--- config.mk ---
export PLATFORM = sky130hd
export DESIGN_NAME = action_sequencer
export DESIGN_NICKNAME = d
export VERILOG_FILES = /design/src/rtl/action_sequencer.sv
export SDC_FILE = /design/constraint.sdc
export NUM_CORES = 1
export LEC_CHECK = 0
export CORE_MARGIN = 2
export CORE_UTILIZATION = 54
export CTS_CLUSTER_DIAMETER = 30
export DETAILED_ROUTE_END_ITERATION = 6
export MAX_ROUTING_LAYER = met4
export PLACE_DENSITY_LB_ADDON = 0.15
export SETUP_SLACK_MARGIN = 0.3
export SLEW_MARGIN = 0
export SYNTH_ARGS = -nofsm -noshare
export SYNTH_HDL_FRONTEND = slang
export SYNTH_SLANG_ARGS = --single-unit
--- constraint.sdc ---
create_clock -name clk -period 3.3 [get_ports clk]
set_input_delay 0.495 -clock clk [delete_from_list [all_inputs] [get_ports clk]]
set_output_delay 0.495 -clock clk [all_outputs]
set_load 0.1 [all_outputs]
--- src/rtl/action_sequencer.sv ---
// Command FIFO feeding a MOVE -> ACT sequencer that drives {move, get, put, interact, throw} with move timeout.
// Optional macro ACTION_RETRY_EN: re-launch the move up to MAX_RETRY times before aborting.
module action_sequencer #(
  parameter int TARGET_W       = 8,
  parameter int FEEDBACK_W     = 8,
  parameter int READY_BIT      = 2,
  parameter int DEPTH          = 4,
  parameter int TIMEOUT_CYCLES = 1000,
  parameter int MAX_RETRY      = 2
) (
  input  logic                       clk,
  input  logic                       rst,
  input  logic                       en,
  input  logic                       cmd_valid,
  output logic                       cmd_ready,
  input  logic [TARGET_W-1:0]        cmd_target,
  input  logic [1:0]                 cmd_func,
  input  logic [FEEDBACK_W-1:0]      feedbak_sig,
  output logic [TARGET_W-1:0]        target_num,
  output logic [4:0]                 control_data,
  output logic                       busy,
  output logic                       done,
  output logic                       err_timeout,
  output logic [$clog2(DEPTH):0]     q_count
);
  localparam int AW  = $clog2(DEPTH);
  localparam int CW  = AW + 1;
  localparam int TMW = $clog2(TIMEOUT_CYCLES) + 1;
  localparam logic [TMW-1:0] T_LAST = TMW'(TIMEOUT_CYCLES - 1);

  typedef enum logic [1:0] {S_IDLE, S_MOVE, S_ACT} state_t;
  typedef struct packed {
    logic [TARGET_W-1:0] target;
    logic [1:0]          func;
  } cmd_t;

  cmd_t           fifo_mem [DEPTH];
  logic [AW-1:0]  wr_ptr, rd_ptr;
  logic [CW-1:0]  count;
  state_t         state, state_nxt;
  cmd_t           active;
  logic [TMW-1:0] timer;
  logic           err_q;

  logic push, pop, start_move, in_move, ready_seen, tmo, retry_ok, relaunch, abort;
  logic unused_fb;

  assign unused_fb  = ^feedbak_sig;
  assign cmd_ready  = count < CW'(DEPTH);
  assign push       = cmd_valid && cmd_ready;
  assign start_move = (state == S_IDLE) && en && (count != '0);
  assign in_move    = (state == S_MOVE);
  assign ready_seen = in_move && en && !relaunch && feedbak_sig[READY_BIT];
  assign tmo        = in_move && en && !relaunch && !feedbak_sig[READY_BIT] && (timer == T_LAST);
  assign abort      = tmo && !retry_ok;
  // The active command stays at the FIFO head until it completes or aborts.
  assign pop        = (state == S_ACT) || abort;

`ifdef ACTION_RETRY_EN
  localparam int RW = $clog2(MAX_RETRY + 2);
  logic [RW-1:0] retry_cnt;

  assign retry_ok = tmo && (retry_cnt < RW'(MAX_RETRY));

  // relaunch blanks the move bit for one cycle so the traveller starts over.
  always_ff @(posedge clk or posedge rst) begin
    if (rst) begin
      retry_cnt <= '0;
      relaunch  <= 1'b0;
    end else begin
      relaunch <= retry_ok;
      if (state == S_IDLE)  retry_cnt <= '0;
      else if (retry_ok)    retry_cnt <= retry_cnt + 1'b1;
    end
  end
`else
  localparam int UNUSED_MAX_RETRY = MAX_RETRY;
  assign retry_ok = 1'b0;
  assign relaunch = 1'b0;
`endif

  always_ff @(posedge clk) begin
    if (push) fifo_mem[wr_ptr] <= '{target: cmd_target, func: cmd_func};
  end

  always_ff @(posedge clk or posedge rst) begin
    if (rst) begin
      wr_ptr <= '0;
      rd_ptr <= '0;
      count  <= '0;
    end else begin
      if (push) wr_ptr <= wr_ptr + 1'b1;
      if (pop)  rd_ptr <= rd_ptr + 1'b1;
      case ({push, pop})
        2'b10:   count <= count + 1'b1;
        2'b01:   count <= count - 1'b1;
        default: ;
      endcase
    end
  end

  always_ff @(posedge clk or posedge rst) begin
    if (rst) begin
      active <= '0;
      timer  <= '0;
      err_q  <= 1'b0;
    end else begin
      err_q <= abort;
      if (start_move) active <= fifo_mem[rd_ptr];
      if (!in_move || retry_ok)                      timer <= '0;
      else if (en && !relaunch && !ready_seen && !tmo) timer <= timer + 1'b1;
    end
  end

  always_ff @(posedge clk or posedge rst) begin
    if (rst) state <= S_IDLE;
    else     state <= state_nxt;
  end

  always_comb begin
    state_nxt = state;
    case (state)
      S_IDLE:  if (start_move) state_nxt = S_MOVE;
      S_MOVE: begin
        if (ready_seen)  state_nxt = S_ACT;
        else if (abort)  state_nxt = S_IDLE;
      end
      S_ACT:   state_nxt = S_IDLE;
      default: state_nxt = S_IDLE;
    endcase
  end

  always_comb begin
    control_data = 5'b00000;
    target_num   = '0;
    done         = 1'b0;
    case (state)
      S_MOVE: begin
        target_num   = active.target;
        control_data = {en && !relaunch, 4'b0000};
      end
      S_ACT: begin
        target_num = active.target;
        done       = 1'b1;
        case (active.func)
          2'b00:   control_data = 5'b01000;
          2'b01:   control_data = 5'b00100;
          2'b10:   control_data = 5'b00010;
          default: control_data = 5'b00001;
        endcase
      end
      default: ;
    endcase
  end

  assign busy        = (state != S_IDLE) || (count != '0);
  assign err_timeout = err_q;
  assign q_count     = count;
endmodule

==> results.md <==
- Drt total wl: around 5.4 mm
- Slew headroom: 0.223
- CTS max path bufs: 2
- Commonest non-fill, non-tap cells in the layout: edfxtp_1, dfrtp_1, buf_4
- Routed Antenna Nets: 0
- Die W: 80.0 um
- Critical path class: reg -> out
- Area leader, netlist: edfxtp_1
- Slew @ Worst Pin: 1.16 ns
- DRC: 0
- VDD IR-drop max: 0.624 mV
- Total congestion overflow: 0
- CTS tree: built
- Root buffer cell: clkbuf_8
- Crit Path Max Fanout: 10
- Via density: 5.41
- Core area: 5540 sq um
- Cell variety after synth: 40
- Placed inst area: 3550 sq um
- Layout Nets: 278
- DRT iter0 DRCs: 147
- Max Slew Vio Count: 0
- Placer Congestion: 0.752
- First-pass GRT wire length: 8.93 mm
- Crit path arrival time: 2.07 ns
- CTS Hold Buffers Added: 0
- Yosys top cell area share: 0.385
- Row Count: 27
- Synth top area cells: edfxtp_1, dfrtp_1, mux4_2, ha_1, mux2_2
- Hpwl dp: 3.65 mm
- Status: finished clean
- Clk Latency, worst-skew pair: 0.34 ns
- Wirelength per Cell: 16.7 um
- Clock Skew: between 0.008 and 0.009 ns
- MaxCap Viol Count: 0
- Synth Instances: 203
- Final worst path period share: 0.777
- Pleak: 1.44 nW
- Chip Height: between 70 and 80 um
- Worst R2R End: q_count[2]
- Die area: 6400 sq um
- Vias in the first global route: around 1800
- Setup crit end kind: output port
- Setup violators final: 0
- Pwr Density: 962 nW/um^2
- Gates resized, CTS repair: 0
- IO Port Bufs: 34
- Global-route usage over all layers: 0.200
- CTS Sinks: just over 70
- Setup crit start: state[1]
- # placed instances: 307
- Via count: 1747
- Reg2reg path depth: 11
- Asr flop ratio synth: 0.437
- Crit start category: register
- Tmin final: between 2 and 3 ns
- Initial Util: 0.563
- Syn. warnings: 0
- Final instance area: 3740 sq um
- Setup TNS: 0 ns
- Final core occ: 0.676
- CTS H-tree lvls: 3
- Cell Area, Synth: 3120 sq um
- Yosys reg bits: slightly above 70
- Fmax: 390 MHz
- Largest net degree at the start of global routing: 32
- Power, Total: between 3 and 4 mW
- Initial antenna violation count: 0
- Dpl ws: 0.507 ns
- Seq/Total Area, Yosys: 0.634
- Setup ws final: 0.738 ns
- Worst Setup EP: control_data[2]
- Fin. Hold Viols: 0
- Reg clk slew, reported paths: 0.08 ns
- RSZ-0062 raised after global routing: false
- Non-Filler Instances: 323
- Worst Hold Slack: 0.500 ns
- Postcts setup bufs: 0
- Top Ports: 42
- Hold crit path type: reg -> reg
- EDFF count, synth: 40
- Fraction of layout cells with a size suffix above 1: 0.279
- 1st-pass router iterations: 4
- FF-to-FF Start: state[1]
- Syn Area/Cell: 15.4 sq um
- Synth Net Count: between 200 and 250
- Synth Flop Type: edfxtp_1
- Diodes inserted: 0
- Clock buffer count from CTS: 9
- Req. time, crit path: 2.80 ns
- R2R Setup Slk: 0.89 ns
- Synth-to-layout area growth: 20.2%
- Commonest non-fill, non-tap cell in the layout: edfxtp_1
## power breakdown
group          internal (mW)  total, mW  switching, mW
Clock                  0.350      0.680          0.330
Sequential              1.14       1.32          0.182
Combinational          0.520       1.60           1.08
## final cells by class
cell class | count | area (sq um)
Sequential cell | 71 | 1980
Fill cell | 410 | 1800
Multi-Input combinational cell | 116 | 1110
Timing Repair Buffer | 37 | 320
Clock buffer | 9 | 124
Tap cell | 72 | 90.1
Clock inverter | 7 | 73.8
Inverter | 11 | 45.0
## worst min path at each step
stage / start / to / cells after the start
after global placement: active[4] / active[4] / 1
final: active[3] / active[3] / 1
after global routing: active[5] / active[5] / 1
after floorplan: active[4] / active[4] / 1
after CTS: active[6] / active[6] / 1
after detailed placement: active[6] / active[6] / 1
## flip-flops by register name, summed over array words and instances (netlist names)
| signal | cells |
|---|---|
| err_timeout | 1 |
| rd_ptr | 2 |
| q_count | 3 |
| active | 10 |
| state | 2 |
| fifo_mem | 40 |
| wr_ptr | 2 |
| timer | 11 |
## cells in the mapped netlist, types with 2 or more instances
cell / n
buf_2: 2
o31ai_1: 2
xnor2_1: 7
and3_1: 2
inv_1: 10
dfrtp_1: 31
mux2i_1: 3
nor2b_1: 2
or3_1: 2
edfxtp_1: 40
nand4_1: 6
xor2_1: 4
a21oi_1: 3
nor3_1: 3
clkbuf_1: 3
mux2_2: 10
nor2_1: 7
ha_1: 9
o21ai_0: 3
nand2_1: 10
nor3b_1: 2
mux4_2: 10
and2_1: 14
nand3_1: 2
## routing by layer
metal	vias to the layer above	GRT usage	part of all wire
met5	-	-	0
met4	0	0.0915	0.016
met3	10	0.0441	0.045
met2	36	0.308	0.50
met1	868	0.255	0.44
li1	833	-	-
## worst max-delay path, stage by stage, from the launching register on
cell and delay [ns]:
dfrtp_1 0.38, inv_1 0.09, ha_1 0.48, nand2_1 0.26, nor3b_4 0.23, buf_4 0.31
## cell families after synthesis
kind of cell | synth area share
adder cells (fa/ha/maj) | 0.0426
flip-flops | 0.634
multiplexers | 0.118
AO/OA/AOI/OAI | 0.0293
buffers and inverters | 0.0201
XOR/XNOR | 0.0361
AND/OR/NAND/NOR | 0.120
Note: power is estimated with default switching activity, not from simulation.
